<file path="src/rtl/rr_stream_mux.sv">
// rr_stream_mux: N-channel valid/ready stream multiplexer with a round-robin
// arbiter and a registered output stage. Output latency is one cycle and the
// stage sustains full throughput. With PKT_MODE=1 the grant is held on one
// channel from its first beat until its in_last beat is accepted.

module rr_stream_mux #(
    parameter  int DATA_W   = 32,
    parameter  int NUM_CH   = 4,
    parameter  int PKT_MODE = 0,
    localparam int CH_W     = $clog2(NUM_CH)
) (
    input  logic                     clk,
    input  logic                     rst_n,
    input  logic [NUM_CH-1:0]        in_valid,
    output logic [NUM_CH-1:0]        in_ready,
    input  logic [NUM_CH*DATA_W-1:0] in_data,
    input  logic [NUM_CH-1:0]        in_last,
    output logic                     out_valid,
    input  logic                     out_ready,
    output logic [DATA_W-1:0]        out_data,
    output logic [CH_W-1:0]          out_ch,
    output logic                     out_last
);

    typedef enum logic {
        ST_IDLE   = 1'b0,
        ST_LOCKED = 1'b1
    } state_t;

    state_t             r_state;
    state_t             w_state_nxt;
    logic [CH_W-1:0]    r_ptr;
    logic [CH_W-1:0]    r_lock_ch;
    logic [CH_W-1:0]    w_lock_nxt;

    logic               r_out_valid;
    logic [DATA_W-1:0]  r_out_data;
    logic [CH_W-1:0]    r_out_ch;
    logic               r_out_last;

    logic               w_load;
    logic               w_found;
    logic               w_accept;
    logic               w_last;
    logic [CH_W-1:0]    w_win;
    logic [CH_W-1:0]    w_idx;
    logic [CH_W-1:0]    w_ptr_nxt;

    // The output register may load when it is empty or being drained this
    // cycle, which is what lets drain and refill overlap without bubbles.
    assign w_load = !r_out_valid || out_ready;

    // Pick the winner: the locked channel only, or the first valid channel
    // searching upward from the round-robin pointer with wrap-around.
    always_comb begin
        // NOTE: every variable written here gets a default first so that no
        // path leaves it unassigned, which would otherwise infer a latch.
        w_found = 1'b0;
        w_win   = '0;
        w_idx   = '0;
        if (r_state == ST_LOCKED) begin
            w_found = in_valid[r_lock_ch];
            w_win   = r_lock_ch;
        end else begin
            for (int k = 0; k < NUM_CH; k++) begin
                w_idx = CH_W'((int'(r_ptr) + k) % NUM_CH);
                if (!w_found && in_valid[w_idx]) begin
                    w_found = 1'b1;
                    w_win   = w_idx;
                end
            end
        end
    end

    assign w_accept  = w_load && w_found;
    assign w_last    = in_last[w_win];
    assign in_ready  = w_accept ? (NUM_CH'(1) << w_win) : '0;
    assign w_ptr_nxt = (w_win == CH_W'(NUM_CH - 1)) ? '0 : w_win + CH_W'(1);

    // Packet lock FSM next state: lock on a non-last beat, release on the
    // last beat of the locked channel. Without packet mode it never leaves IDLE.
    always_comb begin
        w_state_nxt = r_state;
        w_lock_nxt  = r_lock_ch;
        if (PKT_MODE != 0 && w_accept) begin
            case (r_state)
                ST_IDLE: begin
                    if (!w_last) begin
                        w_state_nxt = ST_LOCKED;
                        w_lock_nxt  = w_win;
                    end
                end
                ST_LOCKED: begin
                    if (w_last) begin
                        w_state_nxt = ST_IDLE;
                    end
                end
                default: w_state_nxt = ST_IDLE;
            endcase
        end
    end

    // FSM state and lock channel registers.
    always_ff @(posedge clk or negedge rst_n) begin
        // NOTE: sequential state uses non-blocking assignments so every
        // register samples pre-edge values regardless of block ordering.
        if (!rst_n) begin
            r_state   <= ST_IDLE;
            r_lock_ch <= '0;
        end else begin
            r_state   <= w_state_nxt;
            r_lock_ch <= w_lock_nxt;
        end
    end

    // Round-robin pointer: moves past the winner on every accepted beat, or
    // only on the closing beat of a packet in packet mode.
    always_ff @(posedge clk or negedge rst_n) begin
        if (!rst_n) begin
            r_ptr <= '0;
        end else if (w_accept && (PKT_MODE == 0 || w_last)) begin
            r_ptr <= w_ptr_nxt;
        end
    end

    // Output register: refill from the winner, or go empty while keeping the
    // last payload when nobody is eligible; hold everything while stalled.
    always_ff @(posedge clk or negedge rst_n) begin
        if (!rst_n) begin
            r_out_valid <= 1'b0;
            r_out_data  <= '0;
            r_out_ch    <= '0;
            r_out_last  <= 1'b0;
        end else if (w_load) begin
            r_out_valid <= w_found;
            if (w_found) begin
                r_out_data <= in_data[w_win*DATA_W +: DATA_W];
                r_out_ch   <= w_win;
                r_out_last <= w_last;
            end
        end
    end

    assign out_valid = r_out_valid;
    assign out_data  = r_out_data;
    assign out_ch    = r_out_ch;
    assign out_last  = r_out_last;

endmodule

</file>
<file path="config.mk">
export PLATFORM = sky130hd
export DESIGN_NAME = rr_stream_mux
export DESIGN_NICKNAME = d
export VERILOG_FILES = /design/src/rtl/rr_stream_mux.sv
export SDC_FILE = /design/constraint.sdc
export NUM_CORES = 1
export LEC_CHECK = 0
export CAP_MARGIN = 10
export CORE_ASPECT_RATIO = 1.75
export CORE_MARGIN = 1.5
export CORE_UTILIZATION = 37
export CTS_BUF_LIST = sky130_fd_sc_hd__clkbuf_4 sky130_fd_sc_hd__clkbuf_8 sky130_fd_sc_hd__clkbuf_16
export CTS_CLUSTER_DIAMETER = 30
export DETAILED_ROUTE_END_ITERATION = 10
export DONT_BUFFER_PORTS = 1
export PLACE_DENSITY = 0.54
export REMOVE_ABC_BUFFERS = 1
export SYNTH_ARGS = -nofsm -noshare
export SYNTH_HDL_FRONTEND = slang
export SYNTH_SLANG_ARGS = --single-unit
</file>
<file path="constraint.sdc">
create_clock -name clk -period 2.9 [get_ports clk]
set_clock_uncertainty 0.05 [all_clocks]
set_input_delay 0.29 -clock clk [delete_from_list [all_inputs] [get_ports clk]]
set_output_delay 0.29 -clock clk [all_outputs]
set_load 0.005 [all_outputs]
</file>
# Yosys cells after proc, flatten, opt, wreduce, memory -nomap -nowiden

Cells that the tools add are included.

Mux-type cells: 20
Shifts and indexed selects: 2
Equality and inequality tests: 1
Reductions and logical operators: 10
Order comparisons: 5
$add $sub $neg: 4

Operators with widths:

| operator                                                    | number |
|---|---|
| indexed part select 128 x 8 -> 32 bit                       | 1 |
| less-than comparator 2 x 3 -> 1 bit (second input constant) | 5 |
| binary-select mux 1 bit (select 2 bit)                      | 5 |
| 2-to-1 mux 2 bit                                            | 5 |
| 2-to-1 mux 1 bit                                            | 9 |
| adder 2 x 1 -> 2 bit (second input constant)                | 2 |
| adder 2 bit (second input constant)                         | 2 |
| logical AND 1 bit                                           | 4 |
| logical NOT 1 bit                                           | 4 |
| 2-to-1 mux 4 bit                                            | 1 |
| left shift 1 x 2 -> 4 bit (first input constant)            | 1 |
| equality test 2 bit (second input constant)                 | 1 |
| AND reduction 2 bit                                         | 1 |
| logical OR 1 bit                                            | 1 |

Output and inout bits: 40
Bits in registers: 38
Input bits: 139

# Depth between registers and ports, before layout

Gate-level depths: netlist of run 1.

Depth after elaboration: 14
Mapped depth: 7

# Worst setup path before layout of run 1

Ideal clock, no wire load.

Kind: flip-flop to output port
Start point: reg r_ptr[1]
End point: out in_ready[3]
Setup slack: 1.214 ns
Buffers on the path: 2
Stages on the path, launching flop included: 7
Data arrival time: 1.346 ns
Data required time: 2.560 ns
Cell sequence: dfrtp_1 a21oi_1 o32ai_2 nand2b_1 buf_4 buf_6 nor2_1

Longest elaborated chain between the ends: 14
Elaborated cells on any way between the ends: 28
Those cells by class: 3 x add/sub; 1 x shift; 17 x mux; 7 x reduce/logical

RTL lines:

| element                                                       | RTL line | source |
|---|---|---|
| from (decl)                                                   | 32       | `logic [CH_W-1:0] r_ptr;` |
| from (signal assigned)                                        | 122      | `r_ptr <= w_ptr_nxt;` |
| branches (longest 13 deep; another with adder 2 x 1 -> 2 bit) | --       |  |
| 2-to-1 mux 4 bit (*)                                          | 77       | `assign in_ready = w_accept ? (NUM_CH'(1) << w_win) : '0;` |
| to (decl)                                                     | 15       | `output logic [NUM_CH-1:0] in_ready,` |

Every way passes the cells marked *. The select of a mux whose other input is x is not followed.

# Worst setup path in the final report of run 1

Start point: reg r_ptr[0]
End point: out in_ready[2]

Same word-level chain as after synthesis.

==> impl_metrics.toml, run 1 <==
[drt]
viasPerCell = 5.947
routedWlPerCell_um = 19.96
ant_nets = 0
drt_pre_antenna_iters = 4
first_iter_violations = 64
routed-via-count = 1784
drt-total-wl_um = 5989
route.detailed.drc = 0

[placement]
gp_congestion = 0.7134
dp_hpwl_um = 4440
numPortBuffers = 0
dpl_worst_slack_ns = 0.6374
post_dp_cell_area_sq_mm = 0.002504

[setup_path]
crit_start = "r_ptr[0]"
cp.required_ns = 2.56
cp_num_buf_inv = 1
max_stage_delay_ns = 0.42
critPathKind = "flop to output pin"
cp_top_family = "compound AO/OA/AOI/OAI gates"
cpMaxStageDelayCell = "dfrtp_1"
startpoint_type = "flop"
crit_path_end_kind = "output pin"
cp.arrival_ns = 1.90
r2r_start = "r_ptr[1]"
cp_max_fo = 34
rrSetupSlack_ns = 0.68
cp_cell_sequence = "nand2b_1 > a21oi_1 > a211o_4 > buf_12 > nand2_1 > nor2_1"

[sta]
final-max-slew-violation-count = 0
hold_violations = 0
report.final.setup_viol = 0
rsz0062_at_grt = "false"
tns_ns = 0
fmax_mhz = 447.2
slew_headroom_pct = 67.23
worst_pin_slew_ns = 0.4915
finalCriticalPeriod_ns = 2.236
period_share_pct = 77.10
holdWs_ns = 0.1093
setup_ws_ns = 0.6641

[clocking]
tritoncts = "yes"
htree_levels = 2
cts_buffers = 5
insertion_delay_ns = 0.27
post_cts_buffers = 0
path_clk_slew_ns = 0.06
cts_sinks = 38
cts_resized = 0
cts-root-buf = "clkbuf_16"
clockBufferDepth = 2

[grt]
grt_usage_pct = 15.81
grt_pass1_wl_um = 8935
grt_max_degree = 40
antenna_found_initial = 0
grt_overflow_total = 0
first_global_vias = 1730

[floorplan]
die_h_um = 112.1
core_area_sq_mm = 0.006539
ios = 179
rows = 39
dieArea_sq_mm = 0.007323
start_util_pct = 38.48
die_w_um = 65.34

[yosys]
yosysWarnings = 0
syn_area_sq_mm = 0.002516
synth.top_cell.area_share_pct = 37.79
synth_top_cells_by_count = "66 x mux2i_1, 39 x nand2_1, 38 x dfrtp_1"
ys_seq_area_share_pct = 37.79
ys_ff_latch = 38
synthDistinctLibCells = 23
syn_avg_cell_area_sq_um = 11.33
yosysTopAreaCell = "dfrtp_1"
async_reset_ff_share_pct = 100.0
synth_flop_cell = "dfrtp_1"
synth_area_leaders = "dfrtp_1 38%, mux2i_1 26%, o221ai_2 12%, nand2_1 5.8%, buf_6 4.9%"
synthCells = 222
synth-edff-count = 0
synth_most_common_cell = "mux2i_1"

[layout]
drive_gt1_share_pct = 17.89
syn_to_final_growth_pct = 6.713
final_area_sq_mm = 0.002685
nets = 356
n_antenna_cell = 0

[worst_hold_path]
hold_path.class = "input port to flop"
hp-start = "in_valid[0]"

[job]
maxCapViolCount = 0

[power]
power.total_mw = 2.398
p_leak_nw = 1.231
p_per_area_mw_per_mm2 = 893.1
ir_worst_vdd_uv = 501.0

[status]
outcome = "finished clean"
==> report_power, final <==
group	internal, mW	switching, mW
clock	0.350	0.203
combinational	0.433	0.488
sequential	0.738	0.187
==> final timing paths <==
kind,endpoint,depth (start not counted)
hold / removal,out_valid,2
max in group asynchronous,out_data[2],2
min in group asynchronous,out_data[12],2
hold reg to reg,out_data[28],2
setup reg to reg,out_data[14],5
setup / recovery,in_ready[2],6
==> cells by family after synthesis <==
group / Yosys count / synth area share, %
AOI/OAI and AO/OA: 44 / 19.54
xor gates and xnor gates: 1 / 0.3481
buffers and inverters: 22 / 7.459
DFF: 38 / 37.79
muxes: 66 / 26.26
and+or+nand+nor: 51 / 8.603
==> flip-flops by register name, indices dropped and copies added, names as in the netlist <==
signal and count:
out_last 1, out_data 32, out_valid 1, out_ch 2, r_ptr 2
==> routing by layer <==
| layer | routed length, um | global-route usage [%] | up-vias |
|---|---|---|---|
| met3 | 350 | 3.106 | 9 |
| met2 | 3315 | 27.69 | 88 |
| li1 | - | - | 821 |
| met1 | 2205 | 18.62 | 866 |
| met5 | 0 | 0 | - |
| met4 | 118 | 6.111 | 0 |
==> timing repair <==
action	CTS	global route
hold endpoints to repair	38	0
endpoints found under the setup margin	0	0
hold buffers	2	0
==> per-stage QoR <==
step,util [%],cells
after floorplan,-,203
after global placement,38.29,290
after detailed placement,38.29,290
after CTS,41.06,300
after global routing,41.06,300
final,41.06,300
==> placed cells by master (no fill, tap or decap), types with 2 or more instances in the layout <==
master      n
mux2i_1    66
a21oi_1     5
buf_4       4
dfrtp_1    38
inv_1       3
clkbuf_16   5
nand2b_1    2
o221ai_2   20
buf_12      2
a21o_1      3
nand2_1    39
o221ai_1   13
nor2_1      5
==> layout make-up <==
type	count	area [sq um]
fill	654	3854
multi-input combinational	162	1389
sequential	38	950.9
clock buffer	7	146.4
tap	82	102.6
timing repair buffer	7	80.08
inverter	3	11.26
clock inverter	1	5.005
Note: power is estimated with default switching activity, not from simulation.
==> run 2, diff against run 1 <==
PLACE_DENSITY = 0.56   (was 0.54)
clock period = 2 ns   (was 2.9 ns; I/O delays follow)
==> run 2 against run 1 <==
Against the previous run: clock power grew 39%; worst setup slack lost 0.56 ns; via count grew 1.9%; cell count grew 1.0%; core utilization grew 1.3 points; register-to-register slack lost 0.48 ns; first-iteration DRC count grew 17%; die area is the same; final area grew 3.2%; global-route usage grew 0.55 points; non-clock buffer count grew 5; critical path type unchanged.
==> impl_metrics.toml, run 2 (synthesis results as in run 1) <==
[layout]
final_common_cell = "mux2i_1"
drive_gt1_share_pct = 19.46
n_antenna_cell = 0
nets = 361
syn_to_final_growth_pct = 10.14
final_util_pct = 42.38
final_area_sq_mm = 0.002771
largest_reg_flops = 32
layout_common_cells = "66 x mux2i_1, 39 x nand2_1, 37 x dfrtp_1, 20 x o221ai_2, 13 x o221ai_1"
fillers = 659

[floorplan]
die_w_um = 65.34
dieArea_sq_mm = 0.007323
core_area_sq_mm = 0.006539
rows = 39
start_util_pct = 38.48
die_h_um = 112.1
ios = 179

[grt]
grt_max_degree = 42
grt_pass1_wl_um = 9197
first_global_vias = 1784
grt_usage_pct = 16.35
antenna_found_initial = 0
grt_overflow_total = 0

[drt]
first_iter_violations = 75
routedWlPerCell_um = 20.78
routed-via-count = 1818
drt-total-wl_um = 6295
drt_pre_antenna_iters = 4
viasPerCell = 6.000
ant_nets = 0
route.detailed.drc = 0

[power]
power.total_mw = 3.544
p_leak_nw = 1.274
p_per_area_mw_per_mm2 = 1279
ir_worst_vdd_uv = 474.1

[sta]
slew_headroom_pct = 67.79
finalCriticalPeriod_ns = 1.899
worst_pin_slew_ns = 0.4787
rsz0062_at_grt = "false"
holdWs_ns = 0.01890
period_share_pct = 94.95
hold_violations = 0
report.final.setup_viol = 0
final-max-slew-violation-count = 0
fmax_mhz = 526.6

[setup_path]
reg2reg_to = "out_data[6]"
crit_start = "r_ptr[0]"
cp_max_fo = 41
r2r_start = "r_ptr[0]"
critPathKind = "flop to output pin"
cp.arrival_ns = 1.65
cp.required_ns = 1.75
startpoint_type = "flop"
crit_path_end_kind = "output pin"
rrSetupSlack_ns = 0.20
r2r_cells = 6

[status]
outcome = "finished clean"

[placement]
dp_hpwl_um = 4595
numPortBuffers = 0
gp_congestion = 0.7320
post_dp_cell_area_sq_mm = 0.002571

[job]
maxCapViolCount = 0

[worst_hold_path]
holdPathStages = 2
hp-start = "in_valid[0]"
hold_path.class = "input port to flop"
hold_end = "out_valid"

[clocking]
cts-root-buf = "clkbuf_16"
clockBufferDepth = 2
cts_sinks = 38
cts_buffers = 5
insertion_delay_ns = 0.27
path_clk_slew_ns = 0.05
tritoncts = "yes"
htree_levels = 2
post_cts_buffers = 0
run 2: changes by cell type in the layout (fill, tap and decap cells not counted), sizes merged:
cell / delta
buf: +4
clkinv: -1
run 2: cell type report:
type                       count  area (sq um)  share of cell area, %
clock buffer                   6         138.9                  5.011
inverter                       3         11.26                 0.4063
multi-input combinational    162          1394                  50.29
sequential                    38         952.2                  34.36
tap                           82         102.6                  3.702
timing repair buffer          12         172.7                  6.230
run 2: stage by stage:
stage	TNS, ns	instances	setup WS (ns)
final	0	303	0.1011
after CTS	0	302	0.01924
after floorplan	-56.23	203	-1.449
after global placement	0	294	0.2463
after global routing	0	303	0.03531
after detailed placement	0	294	0.2177
run 2: layer usage:
metal,global-route usage (%),wire (um)
met2,28.84,3455
met5,0,0
met3,3.607,375
met4,6.389,89
met1,18.76,2375
run 2: what timing repair did:
| action | 4_1_cts | 5_1_grt |
|---|---|---|
| endpoints found under the hold margin | 38 | 0 |
| resized for setup | 0 | 2 |
| hold buffers | 2 | 0 |
| endpoints found under the setup margin | 0 | 1 |
run 2: worst max-delay path by stage:
stage / endpoint / slack [ns]
floorplan: out_data[0] / -1.45
global placement: out_data[31] / 0.25
detailed placement: out_data[6] / 0.22
CTS: in_ready[3] / 0.02
global route: in_ready[2] / 0.04
finish: in_ready[3] / 0.10
run 2: power breakdown:
| group | switching, mW | internal (mW) | total, mW |
|---|---|---|---|
| Combinational | 0.724 | 0.712 | 1.44 |
| Sequential | 0.270 | 1.07 | 1.34 |
| Clock | 0.285 | 0.482 | 0.766 |
| Total | 1.28 | 2.27 | 3.54 |
run 2: critical path, stage by stage, from the launching register on:
cell	delay, ns
dfrtp_1	0.40
nor2b_4	0.06
a21o_1	0.16
a211o_4	0.36
buf_12	0.19
nor2_1	0.17
==> run 3, diff against run 2 <==
CAP_MARGIN = unset   (was 10)
SKIP_LAST_GASP = 1   (was unset)
==> results of run 3 <==
The final DEF is identical to that of run 2; final timing and power are the same.
